**src/rtl/rsa_modexp_core.sv**
```systemverilog
// Modular exponentiation base^exp mod n via left-to-right square-and-multiply on a
// bit-serial interleaved multiplier. Optional feature macro: RSA_CORE_LOAD_ABORT_EN.
module rsa_modexp_core #(
  parameter int WIDTH = 8
) (
  input  logic             core_clk,
  input  logic             core_rst,
  input  logic             core_load,
  input  logic [WIDTH-1:0] core_din,
  output logic             core_done,
  output logic             core_err,
  output logic [WIDTH-1:0] core_dout,
  output logic             core_busy
);
  localparam int CW = $clog2(WIDTH);

  typedef enum logic [2:0] {IDLE, REDUCE, SQUARE, MULT, DONE} state_t;

  state_t           state_q, state_d;
  logic [1:0]       idx_q, idx_d;
  logic [WIDTH-1:0] base_q, base_d, exp_q, exp_d, mod_q, mod_d;
  logic [WIDTH-1:0] x_q, x_d, r_q, r_d, p_q, p_d, dout_q, dout_d;
  logic [CW-1:0]    cnt_q, cnt_d, ptr_q, ptr_d;
  logic             done_q, done_d, err_q, err_d;

  // One multiplier step: P <- (2P + a_i*b) mod N; 2P + b < 3N fits in WIDTH+2 bits.
  logic [WIDTH-1:0] mul_a, mul_b, p_step;
  logic [WIDTH+1:0] acc, acc1, acc2, mod_ext;

  always_comb begin
    mul_a = r_q;
    mul_b = r_q;
    if (state_q == REDUCE) begin
      mul_a = base_q;
      mul_b = WIDTH'(1);
    end else if (state_q == MULT) begin
      mul_b = x_q;
    end
    mod_ext = {2'b00, mod_q};
    acc     = {1'b0, p_q, 1'b0} + (mul_a[cnt_q] ? {2'b00, mul_b} : '0);
    acc1    = (acc  >= mod_ext) ? acc  - mod_ext : acc;
    acc2    = (acc1 >= mod_ext) ? acc1 - mod_ext : acc1;
    p_step  = acc2[WIDTH-1:0];
  end

  // NOTE: every next-value is defaulted to its current value first, so no path
  // through the case statement can leave a variable unassigned and infer a latch.
  always_comb begin
    state_d = state_q;
    idx_d   = idx_q;
    base_d  = base_q;
    exp_d   = exp_q;
    mod_d   = mod_q;
    x_d     = x_q;
    r_d     = r_q;
    p_d     = p_q;
    cnt_d   = cnt_q;
    ptr_d   = ptr_q;
    done_d  = done_q;
    err_d   = err_q;
    dout_d  = dout_q;
    case (state_q)
      IDLE, DONE: begin
        if (core_load) begin
          state_d = IDLE;
          done_d  = 1'b0;
          err_d   = 1'b0;
          case (idx_q)
            2'd0: begin
              base_d = core_din;
              idx_d  = 2'd1;
            end
            2'd1: begin
              exp_d = core_din;
              idx_d = 2'd2;
            end
            default: begin
              mod_d = core_din;
              idx_d = 2'd0;
              if (core_din < WIDTH'(2)) begin
                state_d = DONE;
                done_d  = 1'b1;
                err_d   = 1'b1;
                dout_d  = '0;
              end else begin
                state_d = REDUCE;
                p_d     = '0;
                cnt_d   = CW'(WIDTH - 1);
              end
            end
          endcase
        end
      end
      default: begin
        p_d   = p_step;
        cnt_d = cnt_q - 1'b1;
        if (cnt_q == '0) begin
          p_d   = '0;
          cnt_d = CW'(WIDTH - 1);
          if (state_q == REDUCE) begin
            x_d     = p_step;
            r_d     = WIDTH'(1);
            ptr_d   = CW'(WIDTH - 1);
            state_d = SQUARE;
          end else begin
            r_d = p_step;
            // A set exponent bit after its square triggers the multiply by X.
            if (state_q == SQUARE && exp_q[ptr_q]) begin
              state_d = MULT;
            end else if (ptr_q == '0) begin
              state_d = DONE;
              done_d  = 1'b1;
              dout_d  = p_step;
            end else begin
              ptr_d   = ptr_q - 1'b1;
              state_d = SQUARE;
            end
          end
        end
`ifdef RSA_CORE_LOAD_ABORT_EN
        if (core_load) begin
          state_d = IDLE;
          base_d  = core_din;
          idx_d   = 2'd1;
          done_d  = 1'b0;
          dout_d  = dout_q;
        end
`endif
      end
    endcase
  end

  // NOTE: sequential state uses non-blocking assignments so every register samples
  // the pre-edge values; the operand/work registers are reset too for a known start.
  always_ff @(posedge core_clk or posedge core_rst) begin
    if (core_rst) begin
      state_q <= IDLE;
      idx_q   <= '0;
      base_q  <= '0;
      exp_q   <= '0;
      mod_q   <= '0;
      x_q     <= '0;
      r_q     <= '0;
      p_q     <= '0;
      cnt_q   <= '0;
      ptr_q   <= '0;
      done_q  <= 1'b0;
      err_q   <= 1'b0;
      dout_q  <= '0;
    end else begin
      state_q <= state_d;
      idx_q   <= idx_d;
      base_q  <= base_d;
      exp_q   <= exp_d;
      mod_q   <= mod_d;
      x_q     <= x_d;
      r_q     <= r_d;
      p_q     <= p_d;
      cnt_q   <= cnt_d;
      ptr_q   <= ptr_d;
      done_q  <= done_d;
      err_q   <= err_d;
      dout_q  <= dout_d;
    end
  end

  assign core_done = done_q;
  assign core_err  = err_q;
  assign core_dout = dout_q;
  assign core_busy = (state_q == REDUCE) || (state_q == SQUARE) || (state_q == MULT);
endmodule

```
**config.mk**
```make
export PLATFORM = sky130hd
export DESIGN_NAME = rsa_modexp_core
export DESIGN_NICKNAME = d
export VERILOG_FILES = /design/src/rtl/rsa_modexp_core.sv
export SDC_FILE = /design/constraint.sdc
export NUM_CORES = 1
export LEC_CHECK = 0
export BUFFER_PORTS_ARGS = -buffer_cell sky130_fd_sc_hd__buf_2
export CAP_MARGIN = 40
export CELL_PAD_IN_SITES_DETAIL_PLACEMENT = 0
export CELL_PAD_IN_SITES_GLOBAL_PLACEMENT = 1
export CORE_MARGIN = 3
export CORE_UTILIZATION = 35
export CTS_CLUSTER_DIAMETER = 200
export DETAILED_ROUTE_END_ITERATION = 10
export GPL_ROUTABILITY_DRIVEN = 0
export GPL_TIMING_DRIVEN = 0
export PLACE_DENSITY_LB_ADDON = 0.25
export SETUP_SLACK_MARGIN = 0.4
export SYNTH_ARGS = -nofsm -noshare
export SYNTH_HDL_FRONTEND = slang
export SYNTH_SLANG_ARGS = --single-unit
```
**constraint.sdc**
```tcl
create_clock -name core_clk -period 7.7 [get_ports core_clk]
set_input_delay 1.155 -clock core_clk [delete_from_list [all_inputs] [get_ports core_clk]]
set_output_delay 1.155 -clock core_clk [all_outputs]
set_load 0.02 [all_outputs]
```
==> impl_metrics.py <==
metrics = {
    "clock_tree": {
        "clkTransAtPathRegs_ps": 60,
        "clockBufferDepth": 2,
        "cts_made_buffers": 9,
        "cts_max_level": 3,
        "root_buffer": "clkbuf_16",
        "cts_sinks": 69,
        "postCtsHoldBufs": 0,
        "clk_latency_ps": 330,
        "tritoncts": "yes",
    },
    "die": {
        "initial_core_util_pct": 36.5,
        "coreArea_um2": 11600,
        "die_h_um": 116,
        "ioPinCount": 22,
        "die_width_um": 116,
        "fp-row-count": 39,
        "dieArea_um2": 13500,
    },
    "power": {
        "combPwrFrac_pct": 1.9,
        "clockPowerShare_pct": 50.4,
        "p_leak_nw": 2.47,
        "internal_power_w": 0.000592,
        "power_w": 0.000761,
        "power.density_nw_per_um2": 145,
        "power.switching_w": 0.000169,
        "peakVddDrop_mv": 0.117,
        "p_sw_share_pct": 22.2,
        "p_seq_share_pct": 47.7,
    },
    "worst_setup_path": {
        "critPathMaxFanout": 8,
        "slowest_delay_ps": 540,
        "cp.arrival_ps": 7330,
        "required_ps": 7920,
        "startpoint_type": "flop",
        "crit_slowest_cell": "mux4_2",
        "cp-end-kind": "flop",
        "path_class": "reg2reg",
        "rrSetupSlack_ps": 590,
    },
    "synthesis": {
        "synthCells": 431,
        "ys_seq_area_share_pct": 40.7,
        "synth_area_leaders": "dfrtp_1 (41%), ha_1 (8.0%), mux2_2 (6.4%), nand2_1 (5.3%), mux4_2 (3.7%)",
        "synth_edf_count": 0,
        "synth_top_cell_by_area": "dfrtp_1",
        "synthDistinctLibCells": 48,
        "synth_area_um2": 4240,
        "ys_seq_elements": 69,
        "synth_area_per_cell_um2": 9.85,
        "synth_commonest_cells": "dfrtp_1 (69), nand2_1 (60), nor2_1 (30)",
        "synth_flop_cell": "dfrtp_1",
        "syn-num-nets": 472,
        "synthArstFlopShare_pct": 100,
        "synth_top_area_share_pct": 40.7,
        "yosys_warnings": 0,
        "yosysMostFrequentCell": "dfrtp_1",
    },
    "sta": {
        "period_share_pct": 92.4,
        "setup_viol": 0,
        "min_period_ps": 7110,
        "final.setup_skew_ps": 5.90,
        "hold_violations": 0,
        "final_max_slew_viol_count": 0,
        "max_slew_margin_pct": 54.1,
        "rsz0062_at_grt": "no",
        "max_freq_mhz": 141,
        "worstMarginPinSlew_ps": 683,
    },
    "detailed_routing": {
        "ant_nets": 0,
        "first_pass_iters": 4,
        "wl_per_cell_um": 16.7,
        "num_vias": 3353,
        "vias_per_cell": 5.29,
        "drc": 0,
        "routed_wl_um": 10600,
        "drtIter0Drc": 150,
    },
    "grt": {
        "grt_pass1_vias": 3296,
        "gr-total-overflow": 0,
        "grt_use_total_pct": 16.3,
        "grt_antenna_before_repair": 0,
        "grt_first_pass_wirelength_um": 17000,
        "grt_max_degree": 49,
    },
    "finish": {
        "nFillCells": 1135,
        "postLayoutCoreUtil_pct": 45.2,
        "fin_area_um2": 5250,
        "final_layout_size_suffix_gt1_share_pct": 27.5,
        "syn_to_final_growth_pct": 23.7,
        "diodes": 0,
        "final_nets": 527,
    },
    "min_path": {
        "worstHoldPathType": "reg2reg",
    },
    "placement": {
        "hpwl_um": 7880,
        "place_area_um2": 4570,
        "portBuffers": 21,
    },
    "job": {
        "max_cap_violations": 0,
    },
    "run_status": {
        "status": "finished clean",
    },
}
## layout by cell type, fill, tap and decap left out, types with 3 or more instances in the layout
master     instances
a21boi_0           5
a21o_1             6
a21oi_1           11
a21oi_2            4
a22o_1             8
a31oi_1            5
buf_2             22
buf_4             20
clkbuf_1           9
clkbuf_16          9
clkinv_2           3
dfrtp_1           68
ha_1              20
ha_4               6
inv_1             21
mux2_2            22
mux2i_2            7
mux4_2             7
nand2_1           60
nand2b_1          10
nand3_1            9
nor2_1            29
nor2b_1            7
nor3_1             4
o211ai_1           3
o21a_1             5
o21ai_0           18
o21ai_1           22
o21ai_2            4
o31a_1             3
xnor2_1            6
xor2_1             8
## kinds of logic after synthesis
| logic type | synth area share (%) |
|---|---|
| flops | 40.7 |
| xor+xnor | 3.30 |
| compound gates | 16.8 |
| buf+inv | 3.04 |
| simple gates | 14.3 |
| fa+ha+maj | 9.37 |
| mux | 12.5 |
## sequential cells by signal, indices dropped and copies added, names as in the netlist
| signal | flops |
|---|---|
| r_q | 8 |
| mod_q | 8 |
| core_dout | 8 |
| core_err | 1 |
| cnt_q | 3 |
| exp_q | 8 |
| x_q | 8 |
| ptr_q | 3 |
| idx_q | 2 |
| base_q | 8 |
| core_done | 1 |
| state_q | 3 |
| p_q | 8 |
## area by class of cell
| cell class | count | area, µm² | share of cell area, % |
|---|---|---|---|
| repair buffers | 44 | 303 | 5.77 |
| clock buffers | 10 | 239 | 4.55 |
| plain buffers | 12 | 70.1 | 1.33 |
| flip-flops and latches | 69 | 1730 | 32.9 |
| multi-input cells | 328 | 2610 | 49.7 |
| clock inverters | 6 | 38.8 | 0.739 |
| inverters | 22 | 85.1 | 1.62 |
| well taps | 143 | 179 | 3.41 |
## stage by stage
stage,TNS (ps),hold slack [ps],setup slack (ps),instances
final,0,486,588,634
after global placement,-19830,470,-688,595
after floorplan,0,455,400,431
after detailed placement,-19070,474,-663,597
after CTS,0,488,443,629
after global routing,0,504,380,634
## power by group through the flow
stage / Combinational (W) / Clock, W / Sequential (W)
floorplan: 0.00000582 / 0 / 0.000369
global route: 0.0000169 / 0.000409 / 0.000362
CTS: 0.0000156 / 0.000392 / 0.000363
finish: 0.0000147 / 0.000383 / 0.000363
detailed placement: 0.0000155 / 0 / 0.000369
global placement: 0.0000133 / 0 / 0.000369
## worst max-delay path: cells and delay by family (launching register included)
family,cells,cell delay [ps]
fa+ha+maj,3,850
flops,1,400
buf+inv,6,980
compound gates,7,1300
simple gates,8,1310
mux,5,1960
xor+xnor,1,170
## final timing paths
kind                               from           end  cells past startpoint
setup / recovery             state_q[0]        x_q[5]                     30
hold / removal             core_dout[2]  core_dout[2]                      2
setup reg to reg             state_q[0]        x_q[5]                     30
hold reg to reg            core_dout[2]  core_dout[2]                      2
max in group asynchronous      core_rst        p_q[4]                      3
min in group asynchronous      core_rst      idx_q[0]                      2
## timing repair
| action | CTS | global route |
|---|---|---|
| setup endpoints to repair | 32 | 32 |
| buffers inserted | 16 | 5 |
| resized for setup | 25 | 29 |
| pin swaps | 9 | 18 |
## layer usage
layer / share of wire [%] / GRT usage [%] / vias up
met3: 3.8 / 2.38 / 11
met2: 47 / 25.8 / 62
met5: 0 / 0 / -
li1: - / - / 1651
met4: 1.2 / 4.87 / 0
met1: 48 / 23.3 / 1629
No activity file was read; power rests on OpenSTA's default activity.
